File: config.mk
export PLATFORM = sky130hd
export DESIGN_NAME = seg7_scan_decoder_flat
export DESIGN_NICKNAME = d
export VERILOG_FILES = /design/src/rtl/seg7_pkg.sv /design/src/rtl/seg7_scan_decoder_if.sv /design/src/rtl/seg7_to_bcd.sv /design/src/rtl/seg7_scan_decoder.sv /design/src/flat_wrapper.sv
export SDC_FILE = /design/constraint.sdc
export NUM_CORES = 1
export LEC_CHECK = 0
export BUFFER_PORTS_ARGS = -buffer_cell sky130_fd_sc_hd__buf_2
export CAP_MARGIN = 0
export CORE_MARGIN = 2
export CORE_UTILIZATION = 43
export DETAILED_ROUTE_END_ITERATION = 10
export PLACE_DENSITY = 0.58
export SKIP_LAST_GASP = 1
export SLEW_MARGIN = 25
export SYNTH_ARGS = -nofsm -noshare
export SYNTH_HDL_FRONTEND = slang
export SYNTH_SLANG_ARGS = --single-unit
File: constraint.sdc
create_clock -name clk -period 6.2 [get_ports clk]
set_input_delay 0.31 -clock clk [delete_from_list [all_inputs] [get_ports clk]]
set_output_delay 0.31 -clock clk [all_outputs]
set_load 0.02 [all_outputs]
File: src/rtl/seg7_pkg.sv
// -----------------------------------------------------------------------------
// seg7_pkg
// Shared definitions for the 7-segment scan decoder:
//   - SEG7_0..SEG7_9 : segment patterns {a,b,c,d,e,f,g}, a = bit 6, active-high
//   - DSEL_D3..DSEL_D0, DSEL_BLANK : one-hot digit-select codes
//   - state_t        : frame assembly state
//   - expected_sel() : digit select the FSM is waiting for in a given state
// -----------------------------------------------------------------------------
package seg7_pkg;

    localparam logic [6:0] SEG7_0 = 7'b1111110;
    localparam logic [6:0] SEG7_1 = 7'b0110000;
    localparam logic [6:0] SEG7_2 = 7'b1101101;
    localparam logic [6:0] SEG7_3 = 7'b1111001;
    localparam logic [6:0] SEG7_4 = 7'b0110011;
    localparam logic [6:0] SEG7_5 = 7'b1011011;
    localparam logic [6:0] SEG7_6 = 7'b1011111;
    localparam logic [6:0] SEG7_7 = 7'b1110000;
    localparam logic [6:0] SEG7_8 = 7'b1111111;
    localparam logic [6:0] SEG7_9 = 7'b1111011;

    localparam logic [3:0] DSEL_D3    = 4'b1000;
    localparam logic [3:0] DSEL_D2    = 4'b0100;
    localparam logic [3:0] DSEL_D1    = 4'b0010;
    localparam logic [3:0] DSEL_D0    = 4'b0001;
    localparam logic [3:0] DSEL_BLANK = 4'b0000;

    typedef enum logic [1:0] {
        HUNT   = 2'd0,
        EXP_D2 = 2'd1,
        EXP_D1 = 2'd2,
        EXP_D0 = 2'd3
    } state_t;

    function automatic logic [3:0] expected_sel(input state_t s);
        case (s)
            EXP_D2:  return DSEL_D2;
            EXP_D1:  return DSEL_D1;
            EXP_D0:  return DSEL_D0;
            default: return DSEL_D3;
        endcase
    endfunction

endpackage

File: src/rtl/seg7_scan_decoder_if.sv
// -----------------------------------------------------------------------------
// seg7_scan_decoder_if
// Bundle between a scanning display driver (master) and the scan decoder
// (slave).
//   dig_sel     : one-hot digit select, 4'b1000 = D3 (leftmost), 0 = blank
//   seg_in      : segment lines {a..g}, active-high
//   digits      : last good frame {D3,D2,D1,D0} as BCD nibbles
//   frame_valid : one-cycle pulse when digits updates
//   err         : one-cycle pulse on a frame error
//   err_cnt     : saturating count of err pulses
// -----------------------------------------------------------------------------
interface seg7_scan_decoder_if #(
    parameter int ERR_CNT_W = 8
);
    logic [3:0]           dig_sel;
    logic [6:0]           seg_in;
    logic [15:0]          digits;
    logic                 frame_valid;
    logic                 err;
    logic [ERR_CNT_W-1:0] err_cnt;

    modport master (
        output dig_sel, seg_in,
        input  digits, frame_valid, err, err_cnt
    );

    modport slave (
        input  dig_sel, seg_in,
        output digits, frame_valid, err, err_cnt
    );
endinterface

File: src/rtl/seg7_to_bcd.sv
// -----------------------------------------------------------------------------
// seg7_to_bcd
// Combinational inverse of the 7-segment encoder table.
//   seg    : segment pattern {a..g}
//   valid  : pattern is one of the ten digit glyphs
//   nibble : decoded BCD digit (0 when invalid)
// -----------------------------------------------------------------------------
module seg7_to_bcd
    import seg7_pkg::*;
(
    input  logic [6:0] seg,
    output logic       valid,
    output logic [3:0] nibble
);

    always_comb begin
        // NOTE: every output gets a default before the case so no path leaves
        // it unassigned; otherwise synthesis infers a latch.
        valid  = 1'b1;
        nibble = 4'd0;
        case (seg)
            SEG7_0:  nibble = 4'd0;
            SEG7_1:  nibble = 4'd1;
            SEG7_2:  nibble = 4'd2;
            SEG7_3:  nibble = 4'd3;
            SEG7_4:  nibble = 4'd4;
            SEG7_5:  nibble = 4'd5;
            SEG7_6:  nibble = 4'd6;
            SEG7_7:  nibble = 4'd7;
            SEG7_8:  nibble = 4'd8;
            SEG7_9:  nibble = 4'd9;
            default: valid  = 1'b0;
        endcase
    end

endmodule

File: src/rtl/seg7_scan_decoder.sv
// -----------------------------------------------------------------------------
// seg7_scan_decoder
// Monitors a multiplexed 4-digit 7-segment scan, filters each dwell for
// stability, decodes it back to BCD and assembles left-to-right frames.
//   clk   : clock, rising edge
//   rst_n : asynchronous active-low reset
//   bus   : seg7_scan_decoder_if.slave (dig_sel/seg_in in; digits,
//           frame_valid, err, err_cnt out)
// Parameters:
//   STABLE_CYCLES : edges a select/segment pair must hold before capture (2..255)
//   ERR_CNT_W     : width of the saturating error counter
// Configuration macro SEG7DEC_SYNC_EN: when defined, dig_sel and seg_in pass
// through a 2-flop synchronizer first (all latencies +2 edges); otherwise the
// inputs must already be synchronous to clk.
// -----------------------------------------------------------------------------
module seg7_scan_decoder
    import seg7_pkg::*;
#(
    parameter int STABLE_CYCLES = 4,
    parameter int ERR_CNT_W     = 8
) (
    input logic               clk,
    input logic               rst_n,
    seg7_scan_decoder_if.slave bus
);

    // Counter holds "matching edges after the first"; capture lands on the
    // edge where the pair has been seen STABLE_CYCLES times in a row.
    localparam logic [7:0] CAP_AT = 8'(STABLE_CYCLES - 2);

    logic [10:0] pair_in;

`ifdef SEG7DEC_SYNC_EN
    logic [10:0] sync1_q, sync2_q;

    always_ff @(posedge clk or negedge rst_n) begin
        if (!rst_n) begin
            sync1_q <= '0;
            sync2_q <= '0;
        end else begin
            sync1_q <= {bus.dig_sel, bus.seg_in};
            sync2_q <= sync1_q;
        end
    end

    assign pair_in = sync2_q;
`else
    assign pair_in = {bus.dig_sel, bus.seg_in};
`endif

    // ---------------- stability filter ----------------
    logic [10:0] pair_q;
    logic [7:0]  stab_cnt_q;
    logic        done_q;
    logic        cap_q;

    always_ff @(posedge clk or negedge rst_n) begin
        if (!rst_n) begin
            pair_q     <= '0;
            stab_cnt_q <= '0;
            done_q     <= 1'b0;
            cap_q      <= 1'b0;
        end else begin
            // NOTE: non-blocking assignments here so every register samples
            // the pre-edge value of pair_q/stab_cnt_q regardless of order.
            pair_q <= pair_in;
            cap_q  <= 1'b0;
            if (pair_in != pair_q) begin
                stab_cnt_q <= '0;
                done_q     <= 1'b0;
            end else begin
                if (stab_cnt_q != 8'hFF) stab_cnt_q <= stab_cnt_q + 8'd1;
                // done_q keeps a long-held pair from being captured twice
                if (!done_q && stab_cnt_q == CAP_AT) begin
                    cap_q  <= 1'b1;
                    done_q <= 1'b1;
                end
            end
        end
    end

    // ---------------- decode ----------------
    logic [3:0] sel;
    logic       dec_valid;
    logic [3:0] dec_nib;
    logic       one_hot;

    assign sel     = pair_q[10:7];
    assign one_hot = (sel == DSEL_D3) || (sel == DSEL_D2) ||
                     (sel == DSEL_D1) || (sel == DSEL_D0);

    seg7_to_bcd u_to_bcd (
        .seg    (pair_q[6:0]),
        .valid  (dec_valid),
        .nibble (dec_nib)
    );

    // ---------------- frame FSM ----------------
    state_t               state_q, state_d;
    logic [15:0]          frame_q, frame_d;
    logic [15:0]          digits_q, digits_d;
    logic                 fv_q, fv_d;
    logic                 err_q, err_d;
    logic [ERR_CNT_W-1:0] err_cnt_q, err_cnt_d;
    logic                 fault;

    always_ff @(posedge clk or negedge rst_n) begin
        if (!rst_n) begin
            state_q   <= HUNT;
            frame_q   <= '0;
            digits_q  <= '0;
            fv_q      <= 1'b0;
            err_q     <= 1'b0;
            err_cnt_q <= '0;
        end else begin
            state_q   <= state_d;
            frame_q   <= frame_d;
            digits_q  <= digits_d;
            fv_q      <= fv_d;
            err_q     <= err_d;
            err_cnt_q <= err_cnt_d;
        end
    end

    always_comb begin
        state_d   = state_q;
        frame_d   = frame_q;
        digits_d  = digits_q;
        fv_d      = 1'b0;
        err_d     = 1'b0;
        err_cnt_d = err_cnt_q;
        fault     = 1'b0;

        // Blank-gap captures fall straight through with no effect.
        if (cap_q && sel != DSEL_BLANK) begin
            if (!one_hot || !dec_valid) begin
                fault = 1'b1;
            end else if (state_q == HUNT) begin
                // Non-D3 digits in HUNT are mid-frame lock-on: ignored.
                if (sel == DSEL_D3) begin
                    frame_d[15:12] = dec_nib;
                    state_d        = EXP_D2;
                end
            end else if (sel == expected_sel(state_q)) begin
                case (state_q)
                    EXP_D2: begin
                        frame_d[11:8] = dec_nib;
                        state_d       = EXP_D1;
                    end
                    EXP_D1: begin
                        frame_d[7:4] = dec_nib;
                        state_d      = EXP_D0;
                    end
                    EXP_D0: begin
                        digits_d = {frame_q[15:4], dec_nib};
                        fv_d     = 1'b1;
                        state_d  = HUNT;
                    end
                    default: state_d = HUNT;
                endcase
            end else begin
                fault = 1'b1;
            end

            if (fault) begin
                err_d = 1'b1;
                if (err_cnt_q != '1) err_cnt_d = err_cnt_q + 1'b1;
                // A good D3 that broke the old frame opens the next one.
                if (sel == DSEL_D3 && dec_valid) begin
                    frame_d[15:12] = dec_nib;
                    state_d        = EXP_D2;
                end else begin
                    state_d = HUNT;
                end
            end
        end
    end

    assign bus.digits      = digits_q;
    assign bus.frame_valid = fv_q;
    assign bus.err         = err_q;
    assign bus.err_cnt     = err_cnt_q;

endmodule

File: src/flat_wrapper.sv
// flat-port wrapper written by rule: the top's interface ports become plain ports
module seg7_scan_decoder_flat import seg7_pkg::*;
#(
    parameter int STABLE_CYCLES = 4,
    parameter int ERR_CNT_W     = 8
)
  (clk, rst_n, bus_dig_sel, bus_seg_in, bus_digits, bus_frame_valid, bus_err, bus_err_cnt);
  seg7_scan_decoder_if #(.ERR_CNT_W(ERR_CNT_W)) bus_i ();
  input logic clk;
  input logic rst_n;
  input wire logic [$bits(bus_i.dig_sel)-1:0] bus_dig_sel;
  input wire logic [$bits(bus_i.seg_in)-1:0] bus_seg_in;
  output wire logic [$bits(bus_i.digits)-1:0] bus_digits;
  output wire logic [$bits(bus_i.frame_valid)-1:0] bus_frame_valid;
  output wire logic [$bits(bus_i.err)-1:0] bus_err;
  output wire logic [$bits(bus_i.err_cnt)-1:0] bus_err_cnt;
  assign bus_i.dig_sel = bus_dig_sel;
  assign bus_i.seg_in = bus_seg_in;
  assign bus_digits = bus_i.digits;
  assign bus_frame_valid = bus_i.frame_valid;
  assign bus_err = bus_i.err;
  assign bus_err_cnt = bus_i.err_cnt;
  seg7_scan_decoder #(.STABLE_CYCLES(STABLE_CYCLES), .ERR_CNT_W(ERR_CNT_W)) u_core (.clk(clk), .rst_n(rst_n), .bus(bus_i));
endmodule
Word-level counts from Yosys, hierarchy flattened
Index checks and enable logic that the tools add are counted.
{"block": "classes", "n_lt_le_gt_ge": 0, "muxes": 39, "shift": 0, "addsub": 2, "reduce_logical": 21, "bitwise": 2, "n_eq_ne": 24, "n_div": 0, "n_mul": 0}
{"operator": "$eq 7x7->1 const B", "count": 8}
{"operator": "$mux 4", "count": 9}
{"operator": "$pmux 4 s9", "count": 1}
{"operator": "$mux 8", "count": 4}
{"operator": "$mux 1", "count": 17}
{"operator": "$add 8x1->8 const B", "count": 2}
{"operator": "$ne 8x8->1 const B", "count": 2}
{"operator": "$reduce_and 5->1", "count": 3}
{"operator": "$eq 7x6->1 const B", "count": 2}
{"operator": "$mux 12", "count": 1}
{"operator": "$pmux 4 s3", "count": 1}
{"operator": "$ne 11x11->1", "count": 1}
{"operator": "$mux 2", "count": 5}
{"operator": "$reduce_or 10->1", "count": 1}
{"operator": "$eq 8x2->1 const B", "count": 1}
{"operator": "$eq 2x2->1 const B", "count": 2}
{"operator": "$eq 4x1->1 const B", "count": 1}
{"operator": "$eq 4x2->1 const B", "count": 1}
{"operator": "$eq 4x3->1 const B", "count": 1}
{"operator": "$eq 4x4->1", "count": 1}
{"operator": "$eq 4x4->1 const B", "count": 1}
{"operator": "$logic_or 1x1->1", "count": 4}
{"operator": "$pmux 2 s2", "count": 1}
{"operator": "$reduce_and 4->1", "count": 1}
{"operator": "11 further kinds", "count": 17}
{"block": "word_totals", "ramBits": 0, "inputBits": 13, "output_inout_bits": 26, "rom_bits": 0, "n_memories": 0, "ff_bits": 61, "latchBits": 0, "wordCells": 100}

Depth between registers and ports, before layout
Gate-level depths: netlist (run 1).
{"block": "logic_depth", "depth_word": 15, "ltp_mapped": 10, "ltp_nobuf": 8}

Cells and area by module
From an unflattened synthesis (run 1), not the netlist that was laid out.
{"block": "hier_totals", "cells_unflattened": 246, "hier_area_um2": 3047.9}
{"mod": "seg7_scan_decoder", "area_per_inst_um2": 2803.9, "cells_each": 214, "n_inst": 1, "seq_area_each_um2": 1526.5}
{"mod": "seg7_to_bcd", "area_per_inst_um2": 244.0, "cells_each": 32, "n_inst": 1, "seq_area_each_um2": 0.0}

Worst setup path after synthesis (run 1)
No wires, ideal clock.
{"block": "synth_timing", "path_type": "reg2reg", "from": "reg u_core.pair_q[1]", "to": "reg u_core.digits_q[10] (netlist: u_core.bus.digits[10])", "stages_incl_launch_ff": 9, "t_required_ps": 6075, "path_buffers": 2, "slack_ps": 3539, "setup_ps": 125, "t_arrival_ps": 2536, "synth_period_minus_slack_ps": 2661, "cell_sequence": "dfrtp_1 > or4b_4 > nor3b_2 > o2bb2ai_2 > nor2_4 > or4_1 > buf_6 > buf_12 > mux2_4"}
{"block": "synth_via", "elab_chain_len": 7, "elab_cells_between_ends": 16, "classes_between": "eq/ne: 10; mux: 1; bitwise: 1; reduce/logical: 4"}
{"element": "start, declared", "line_no": "seg7_scan_decoder.sv:52", "source": "logic [10:0] pair_q;"}
{"element": "start signal, assigned", "line_no": "seg7_scan_decoder.sv:66", "source": "pair_q <= pair_in;"}
{"element": "$eq 7x7->1 or $eq 7x6->1 (tied branches)", "line_no": "seg7_to_bcd.sv:21", "source": "case (seg)"}
{"element": "$reduce_or 10->1 (no line) (*)"}
{"element": "$mux 1 (*)", "line_no": "seg7_to_bcd.sv:21"}
{"element": "$logic_not 1->1 (*)", "line_no": "seg7_scan_decoder.sv:136", "source": "if (!one_hot || !dec_valid) begin"}
{"element": "$logic_or 1x1->1 (*)", "line_no": "seg7_scan_decoder.sv:136"}
{"element": "$not 1->1 (no line) (*)"}
{"element": "$reduce_and 5->1 (no line) (*)"}
{"element": "end signal, assigned", "line_no": "seg7_scan_decoder.sv:118", "source": "digits_q <= digits_d;"}
{"element": "end, declared", "line_no": "seg7_scan_decoder.sv:101", "source": "logic [15:0] digits_q, digits_d;"}
Every way passes the cells marked *; elsewhere a longest branch is shown, timed or not.
A chain may end at the register's enable or synchronous reset.

Worst setup path in the final report (run 1)
{"block": "layout_timing", "from": "reg u_core.pair_q[1]", "to": "reg u_core.digits_q[12] (netlist: u_core.bus.digits[12])"}
Same word-level chain as after synthesis.

==> metrics.csv, run 1 <==
stage,metric,value,unit
worst_setup_path,Worst path max stage delay,890,ps
timing,Final WS setup,3160,ps
grt,largest net degree at the start of global routing,62,
timing,setup_tns,0,ps
logic_synthesis,"Seq/Total Area, Yosys",0.521,
grt,GRT Total Usage,0.155,
die,initial core utilization,0.438,
route,DRC Markers,0,
placed_design,hpwl dp,3670,um
worst_setup_path,cell family with most CP delay,simple AND/OR/NAND/NOR gates,
clocking,hold-fix buffers at CTS,0,
logic_synthesis,Mapped Cells,244,
worst_setup_path,crit start category,flip-flop,
route,remaining antenna violation count after routing,0,
timing,Slew Limit Headroom,0.421,
final_layout,share of cells above drive strength 1,0.321,
route,routed len/inst,14.1,um
route,via/cell ratio,5.26,
route,WL final,5200,um
clocking,CTS Sinks,61,
die,core box area,0.00668,mm^2
clocking,# Post-CTS Setup Buffers,0,
die,Die H,86.5,um
grt,grt ovf,0,
final_layout,post-route cell area,0.00341,mm^2
worst_setup_path,crit path max fanout,16,
logic_synthesis,Post-Synthesis Mean Instance Area,12.0,um^2
final_layout,"commonest non-fill, non-tap cells in the layout","dfrtp_1 (61), buf_2 (38), xor2_1 (19), mux2_2 (19), nand3_1 (13)",
placed_design,Final GP Congestion,0.856,
worst_setup_path,crit path DAT,3260,ps
route,first-pass detailed-route iteration total,4,
timing,fin. max-slew vios,0,
timing,"Hold Violations, Final",0,
run,max-cap violations,0,
logic_synthesis,Mapped Nets,265,
final_layout,final net count,306,
die,Die Area,0.00749,mm^2
hold_path,Worst Hold End,u_core.pair_q[4],
logic_synthesis,Ys Warns,0,
worst_setup_path,nature of the critical path endpoint,flip-flop,
worst_setup_path,Reg-to-Reg End,u_core.bus.digits[12],
worst_setup_path,critical path required time,6420,ps
placed_design,placed cell areas,0.00317,mm^2
worst_setup_path,worst-case reg-to-reg path depth,6,
timing,fmax,329,MHz
clocking,post-CTS sizing,0,
final_layout,"commonest non-fill, non-tap cell in the layout",dfrtp_1,
logic_synthesis,Yosys reg bits,61,
worst_setup_path,Reg-to-Reg Start,u_core.pair_q[1],
clocking,Max Buffers Root-to-Sink,2,
final_layout,ANT cells,0,
grt,vias in the first global route,1843,
final_layout,"Core Util, Final",0.510,
worst_setup_path,worst reg2reg setup slack,3160,ps
power,Lkg Pwr,1.72,nW
worst_setup_path,Worst path slowest cell,or4_1,
clocking,CTS tree,done,
grt,initial antenna violation count,0,
die,num rows,30,
run_status,status,"finished, final reports clean",
placed_design,DP Worst Slack,3150,ps
clocking,clk_lat worst skew,330,ps
hold_path,Worst Hold Class,in2reg,
power,PwrDens,253,mW/mm^2
route,1st-iter DRT viols,82,
hold_path,hold path start,bus_seg_in[4],
final_layout,# fillers,612,
clocking,htree depth,3,
worst_setup_path,CP Class,reg2reg,
timing,Tmin final,3040,ps
worst_setup_path,crit-path cells,or4b_4 -> nor3b_2 -> o2bb2ai_2 -> nor2_4 -> or4_1 -> mux2_4,
power,Max IR drop VDD,0.000149,V
timing,final setup fails,0,
clocking,Num CTS Buffers,9,
clocking,Root Driver,clkbuf_8,
final_layout,Layout Area Growth over Synthesis,16.3,%
placed_design,Port Buffer Count,38,
hold_path,worst hold path cell count,1,
timing,RSZ-0062 raised after global routing,no,
timing,Least-Margin Pin Slew,869,ps
die,I/O pin cnt,39,
timing,clk_skew,7.35,ps
logic_synthesis,Netlist Area Pre-Place,0.00293,mm^2
logic_synthesis,count of cell types in the netlist,46,
die,chip width,86.5,um
timing,period utilization,0.490,
timing,minimum hold slack,105,ps
route,via count,1948,
clocking,clock slew at the register clock pins of the worst setup and hold paths,70,ps
grt,first-pass GRT wire length,8890,um
worst_setup_path,WP buf/inv,0,
cell type report:
class | count | area (um^2) | area share
Timing Repair Buffer | 40 | 205 | 0.0602
Multi-Input combinational cell | 164 | 1300 | 0.382
Inverter | 9 | 33.8 | 0.00992
Clock buffer | 10 | 128 | 0.0375
Sequential cell | 61 | 1530 | 0.448
Clock inverter | 6 | 111 | 0.0327
Tap cell | 80 | 100 | 0.0294
per-stage QoR:
step / instances / power [mW]
2_1_floorplan: 244 / 0.431
3_3_place_gp: 354 / 0.448
3_5_place_dp: 354 / 0.448
4_1_cts: 370 / 0.877
5_1_grt: 370 / 0.901
6_report: 370 / 0.860
metal layers:
layer | track usage | share of wire | up-vias
met4 | 0.0724 | 0.015 | 0
li1 | - | - | 950
met2 | 0.235 | 0.47 | 39
met3 | 0.0505 | 0.042 | 7
met5 | 0 | 0 | -
met1 | 0.203 | 0.47 | 952
worst reg2reg max path: cells and delay by family, from the launching register on:
kind	cells	cell delay (ps)
AOI/OAI and AO/OA	1	230
and+or+nand+nor	4	1810
muxes	1	450
DFF	1	440
report_power, final:
part | switching, mW | total (mW) | internal (mW) | leakage [nW]
combinational | 0.0190 | 0.0306 | 0.0116 | 0.773
clock | 0.154 | 0.421 | 0.267 | 0.116
sequential | 0.00744 | 0.409 | 0.402 | 0.827
synthesized netlist by cell type, drive strengths merged:
cell | n | share of area
a211oi | 1 | 0.0026
a21oi | 3 | 0.0051
a22o | 1 | 0.0030
a22oi | 1 | 0.0026
a31oi | 5 | 0.011
a32o | 1 | 0.0034
and2 | 1 | 0.0021
and3 | 7 | 0.015
and3b | 1 | 0.0030
and4b | 1 | 0.0038
buf | 4 | 0.015
clkbuf | 6 | 0.0077
dfrtp | 61 | 0.52
ha | 8 | 0.034
inv | 9 | 0.012
mux2 | 29 | 0.12
mux2i | 1 | 0.0034
nand2 | 10 | 0.013
nand2b | 1 | 0.0021
nand3 | 13 | 0.022
nand3b | 1 | 0.0026
nand4 | 2 | 0.0043
nor2 | 13 | 0.019
nor2b | 2 | 0.0043
nor3 | 10 | 0.017
nor3b | 1 | 0.0043
nor4 | 3 | 0.0064
nor4b | 1 | 0.0030
o211ai | 1 | 0.0026
o21ai | 6 | 0.010
o21bai | 1 | 0.0026
o2bb2ai | 1 | 0.0051
o41ai | 1 | 0.0030
or2 | 1 | 0.0021
or3 | 1 | 0.0026
or4 | 5 | 0.013
or4b | 3 | 0.012
xnor2 | 8 | 0.024
xor2 | 19 | 0.057
state kept, by name (all words and copies together) (netlist names):
signal and flops:
u_core.bus.digits 16, u_core.bus.err 1, u_core.bus.err_cnt 8, u_core.bus.frame_valid 1
u_core.cap_q 1, u_core.done_q 1, u_core.frame_q 12, u_core.pair_q 11
u_core.stab_cnt_q 8, u_core.state_q 2
how the worst max path moves through the flow:
| stage | startpoint | endpoint | slack (ps) | cells after the start |
|---|---|---|---|---|
| final | u_core.pair_q[1] | u_core.bus.digits[12] | 3160 | 6 |
| after global routing | u_core.pair_q[5] | u_core.bus.digits[6] | 3020 | 6 |
| after CTS | u_core.pair_q[5] | u_core.bus.digits[5] | 3140 | 6 |
| after detailed placement | u_core.pair_q[5] | u_core.bus.digits[5] | 3150 | 6 |
| after global placement | u_core.pair_q[2] | u_core.bus.digits[14] | 3190 | 6 |
| after floorplan | u_core.pair_q[1] | u_core.bus.digits[10] | 3540 | 8 |
cell families (layout without fill, tap and decap cells):
family,count (synthesis),after routing,synth area share
and+or+nand+nor,77,77,0.151
DFF,61,61,0.521
muxes,30,30,0.128
xor gates and xnor gates,27,27,0.0807
AOI/OAI and AO/OA,22,22,0.0508
buffers and inverters,19,65,0.0342
adders and majority gates,8,8,0.0342
Power figures use the tool's default switching activity.
==> inputs of run 2 (changes only) <==
==> constraint.sdc (replaced) <==
create_clock -name clk -period 2.8 [get_ports clk]
set_input_delay 0.14 -clock clk [delete_from_list [all_inputs] [get_ports clk]]
set_output_delay 0.14 -clock clk [all_outputs]
set_load 0.02 [all_outputs]
==> run 2 against run 1 <==
Net effect:
- clock skew increased by 3.1 ps
- cell area up 6.6%
- fmax up 14%
- utilization up 3.4 points
- clock power up 120%
- via count increased by 1.5%
- die area unchanged
- first-iteration DRC count fell by 60%
- cell count rose by 5.9%
- routed wire length up 2.4%
- register-to-register slack got worse by 3000 ps
- flip-flop and latch count unchanged
- critical path type unchanged
- largest power group unchanged
==> metrics.csv, run 2 (synthesis results as in run 1) <==
stage,metric,value,unit
grt,largest net degree at the start of global routing,33,
final_layout,final net count,328,
clocking,Num CTS Buffers,9,
power,Pint,1.53,mW
grt,first-pass GRT wire length,9340,um
timing,fin. max-slew vios,0,
worst_setup_path,crit path DAT,2880,ps
placed_design,Final GP Congestion,0.774,
timing,Tmin final,2660,ps
final_layout,ANT cells,0,
final_layout,"commonest non-fill, non-tap cells in the layout","dfrtp_1 (60), buf_2 (38), xor2_1 (19), mux2_2 (19), nand3_1 (13)",
worst_setup_path,Worst path slowest cell,or4_1,
clocking,CTS Sinks,61,
hold_path,Worst Hold Class,in2async,
final_layout,max reg flops,16,
power,Design Power,1.93,mW
final_layout,# fillers,601,
worst_setup_path,cell family with most CP delay,simple AND/OR/NAND/NOR gates,
grt,GRT Total Usage,0.162,
timing,fmax,375,MHz
worst_setup_path,WP buf/inv,2,
final_layout,"Core Util, Final",0.544,
worst_setup_path,crit-path cells,inv_1 -> ha_1 -> xor2_1 -> or4_1 -> nor2_1 -> nand2_1 -> or4_4 -> buf_12 -> mux2_4,
die,I/O pin cnt,39,
clocking,htree depth,3,
run_status,status,"finished, final reports clean",
die,chip width,86.5,um
clocking,clock slew at the register clock pins of the worst setup and hold paths,70,ps
final_layout,Layout Area Growth over Synthesis,24.0,%
run,max-cap violations,0,
timing,period utilization,0.952,
power,PwrDens,533,mW/mm^2
clocking,Max Buffers Root-to-Sink,2,
placed_design,DP Worst Slack,90.0,ps
power,Sequential Power Share,0.465,
power,Max IR drop VDD,0.000230,V
clocking,clk_lat worst skew,340,ps
timing,RSZ-0062 raised after global routing,no,
die,Die H,86.5,um
clocking,Root Driver,clkbuf_8,
worst_setup_path,CP Class,reg2reg,
timing,setup_tns,0,ps
timing,"Hold Violations, Final",0,
worst_setup_path,Worst path max stage delay,560,ps
grt,vias in the first global route,1979,
die,Die Area,0.00749,mm^2
final_layout,Non-Filler Instances,392,
timing,Least-Margin Pin Slew,689,ps
power,Net Sw Frac,0.212,
route,WL final,5330,um
worst_setup_path,critical path required time,3020,ps
placed_design,placed cell areas,0.00326,mm^2
route,remaining antenna violation count after routing,0,
timing,final setup fails,0,
die,initial core utilization,0.438,
timing,Final WS setup,135,ps
die,num rows,30,
final_layout,post-route cell area,0.00363,mm^2
clocking,CTS tree,done,
route,1st-iter DRT viols,33,
route,routed len/inst,13.6,um
power,Switch Pwr,410,uW
final_layout,multi-input logic area,0.00131,mm^2
grt,grt ovf,0,
timing,clk_skew,10.4,ps
placed_design,Post-Place Cells,364,
worst_setup_path,crit start category,flip-flop,
route,via count,1978,
timing,minimum hold slack,383,ps
timing,Slew Limit Headroom,0.540,
power,Lkg Pwr,1.83,nW
worst_setup_path,nature of the critical path endpoint,flip-flop,
power,clock share of power,0.485,
route,via/cell ratio,5.05,
route,first-pass detailed-route iteration total,4,
die,core box area,0.00668,mm^2
final_layout,"commonest non-fill, non-tap cell in the layout",dfrtp_1,
placed_design,hpwl dp,3820,um
route,DRC Markers,0,
final_layout,share of cells above drive strength 1,0.337,
power,combinational share of power,0.050,
placed_design,Port Buffer Count,38,
grt,initial antenna violation count,0,
worst_setup_path,crit path max fanout,16,
final_layout,sequential cell area,0.00153,mm^2
==> run 2: cell count changes in the layout (fill, tap and decap cells not counted) <==
cell	previous run	this run
dlygate4sd3_1	0	12
buf_4	2	10
buf_12	0	2
dfrtp_1	61	60
dfrtp_2	0	1
or4_1	5	4
or4_4	0	1
==> run 2: final timing paths <==
check / slack, ps / endpoint / cells after the start / from
worst max-delay path: 140 / u_core.bus.digits[6] / 9 / u_core.state_q[1]
worst min-delay path: 380 / u_core.bus.digits[7] / 2 / rst_n
worst max register to register: 140 / u_core.bus.digits[6] / 9 / u_core.state_q[1]
worst min register to register: 450 / u_core.cap_q / 1 / u_core.done_q
max in group asynchronous: 1800 / u_core.state_q[0] / 3 / rst_n
min in group clk: 450 / u_core.cap_q / 1 / u_core.done_q
==> run 2: per-layer routing <==
layer	share of wire	routed length (um)	vias to the layer above	track usage
li1	-	-	993	-
met1	0.48	2580	941	0.211
met2	0.46	2460	34	0.254
met3	0.033	175	10	0.0438
met4	0.021	110	0	0.0724
met5	0	0	-	0
==> run 2: what timing repair did <==
action                                 4_1_cts  5_1_grt
endpoints found under the hold margin       40        0
setup endpoints to repair                    0       16
resized for setup                            0        5
setup buffers                                0        0
hold buffers                                12        0
==> run 2: area by class of cell <==
cell class | count | share of cell area
clock buffer | 10 | 0.0351
clock inverter | 6 | 0.0307
multi-input combinational | 164 | 0.360
tap | 80 | 0.0276
sequential | 61 | 0.421
timing repair buffer | 62 | 0.117
inverter | 9 | 0.00930
==> run 2: worst reg2reg max path: stages, from the launching register on <==
cell	delay (ps)
dfrtp_1	430
inv_1	90
ha_1	210
xor2_1	160
or4_1	560
nor2_1	110
nand2_1	80
or4_4	430
buf_12	170
mux2_4	310
==> run 2: power groups by stage <==
stage | combinational [mW] | clock, mW | sequential [mW]
after CTS | 0.0995 | 0.969 | 0.899
after floorplan | 0.0431 | 0 | 0.912
final | 0.0971 | 0.938 | 0.900
after global placement | 0.0858 | 0 | 0.916
after detailed placement | 0.0866 | 0 | 0.916
after global routing | 0.110 | 1.01 | 0.900
==> inputs of run 3 (changes only) <==
--- a/config.mk
+++ b/config.mk
@@ -8,9 +8,10 @@
 export BUFFER_PORTS_ARGS = -buffer_cell sky130_fd_sc_hd__buf_2
 export CAP_MARGIN = 0
 export CORE_MARGIN = 2
-export CORE_UTILIZATION = 43
+export CORE_UTILIZATION = 57
 export DETAILED_ROUTE_END_ITERATION = 10
-export PLACE_DENSITY = 0.58
+export PLACE_DENSITY = 0.75
+export SETUP_SLACK_MARGIN = 0.15
 export SKIP_LAST_GASP = 1
 export SLEW_MARGIN = 25
 export SYNTH_ARGS = -nofsm -noshare
==> run 3 against run 2 <==
Net effect:
- flip-flop and latch count unchanged
- die area decreased by 24%
- combinational power increased by 4%
- routed wire length increased by 6.1%
- register-to-register slack improved by 60 ps
- first-iteration DRC count increased by 97%
- total power decreased by 9.4%
- via count increased by 4.8%
- cell area increased by 0.93%
- critical endpoint is now u_core.bus.digits[7]
==> metrics.csv, run 3 (synthesis results as in run 1) <==
stage,metric,value,unit
run_status,status,"finished, final reports clean",
timing,fin. max-slew vios,0,
final_layout,final net count,335,
final_layout,"commonest non-fill, non-tap cells in the layout","dfrtp_1 (60), buf_2 (38), xor2_1 (19), mux2_2 (19), buf_4 (17)",
final_layout,max reg flops,16,
worst_setup_path,critical path required time,3020,ps
timing,Slew Limit Headroom,0.541,
timing,clk_skew,7.83,ps
route,via/cell ratio,5.33,
die,chip width,75.7,um
grt,first-pass GRT wire length,9220,um
timing,Least-Margin Pin Slew,689,ps
route,via count,2072,
clocking,CTS tree,done,
placed_design,placed cell areas,0.00326,mm^2
placed_design,Port Buffer Count,38,
timing,RSZ-0062 raised after global routing,yes,
hold_path,Worst Hold Class,in2async,
route,1st-iter DRT viols,65,
power,Max IR drop VDD,0.000405,V
run,max-cap violations,0,
power,Lkg Pwr,1.85,nW
die,Die H,75.7,um
timing,"Hold Violations, Final",0,
die,initial core utilization,0.581,
clocking,CTS Sinks,61,
clocking,Root Driver,clkbuf_8,
worst_setup_path,crit start category,flip-flop,
route,first-pass detailed-route iteration total,4,
die,I/O pin cnt,39,
clocking,Max Buffers Root-to-Sink,2,
route,remaining antenna violation count after routing,0,
die,num rows,26,
power,combinational share of power,0.058,
power,Sequential Power Share,0.514,
route,WL final,5650,um
power,Switch Pwr,403,uW
timing,final setup fails,0,
worst_setup_path,crit path max fanout,8,
power,Pint,1.35,mW
timing,period utilization,0.928,
power,PwrDens,478,mW/mm^2
power,Net Sw Frac,0.230,
grt,initial antenna violation count,0,
clocking,clk_lat worst skew,330,ps
placed_design,DP Worst Slack,109,ps
die,Die Area,0.00573,mm^2
final_layout,"commonest non-fill, non-tap cell in the layout",dfrtp_1,
timing,Final WS setup,200,ps
grt,largest net degree at the start of global routing,33,
grt,GRT Total Usage,0.219,
grt,grt ovf,0,
timing,Tmin final,2600,ps
placed_design,hpwl dp,3790,um
worst_setup_path,crit path DAT,2820,ps
clocking,Num CTS Buffers,9,
placed_design,Final GP Congestion,0.772,
worst_setup_path,CP Class,reg2reg,
grt,vias in the first global route,2012,
clocking,htree depth,3,
route,routed len/inst,14.5,um
final_layout,Layout Area Growth over Synthesis,25.2,%
route,DRC Markers,0,
timing,fmax,385,MHz
final_layout,post-route cell area,0.00367,mm^2
final_layout,ANT cells,0,
clocking,clock slew at the register clock pins of the worst setup and hold paths,70,ps
timing,minimum hold slack,380,ps
die,core box area,0.00504,mm^2
timing,setup_tns,0,ps
power,clock share of power,0.429,
power,Design Power,1.75,mW
final_layout,share of cells above drive strength 1,0.373,
worst_setup_path,nature of the critical path endpoint,flip-flop,
[run 3: through the flow]
stage                     cells   util
after floorplan             244      -
after global placement      354  0.646
after detailed placement    354  0.646
after CTS                   384  0.712
after global routing        389  0.727
final                       389  0.727
[run 3: worst paths after layout]
check,depth (start not counted),start,slack [ps],to
max,9,u_core.state_q[1],200,u_core.bus.digits[7]
min,2,rst_n,380,u_core.bus.digits[11]
max reg2reg,9,u_core.state_q[1],200,u_core.bus.digits[7]
min reg2reg,1,u_core.done_q,440,u_core.cap_q
max in group asynchronous,3,rst_n,1570,u_core.state_q[0]
min in group clk,1,u_core.done_q,440,u_core.cap_q
[run 3: area by class of cell]
cell class | instances | area, um^2
Clock buffer | 13 | 179
Clock inverter | 3 | 17.5
Fill cell | 376 | 1380
Inverter | 9 | 33.8
Multi-Input combinational cell | 164 | 1360
Sequential cell | 61 | 1530
Tap cell | 70 | 87.6
Timing Repair Buffer | 69 | 464
[run 3: worst max-delay path: stages, from the launching register on]
cell and delay (ps):
dfrtp_1 430, inv_2 80, ha_4 170, xor2_1 160
or4_4 560, nor2_2 90, nand2_1 80, or4_4 460
buf_6 170, mux2_4 290
[run 3: power by group through the flow]
stage	sequential [mW]	combinational, mW	clock (mW)
global route	0.901	0.113	0.805
detailed placement	0.917	0.0877	0
floorplan	0.912	0.0469	0
global placement	0.916	0.0848	0
CTS	0.900	0.101	0.764
finish	0.901	0.101	0.751
[run 3: repair_timing]
item,in CTS,in global routing
setup endpoints to repair,16,25
pin swaps,0,2
hold buffers,12,0
setup buffers,2,5
gates resized for setup,1,11
hold endpoints to repair,42,0
[run 3: layer usage]
layer,GRT usage,routed length [um]
met1,0.278,2490
met3,0.0450,166
met5,0,0
met4,0.0994,117
met2,0.360,2880
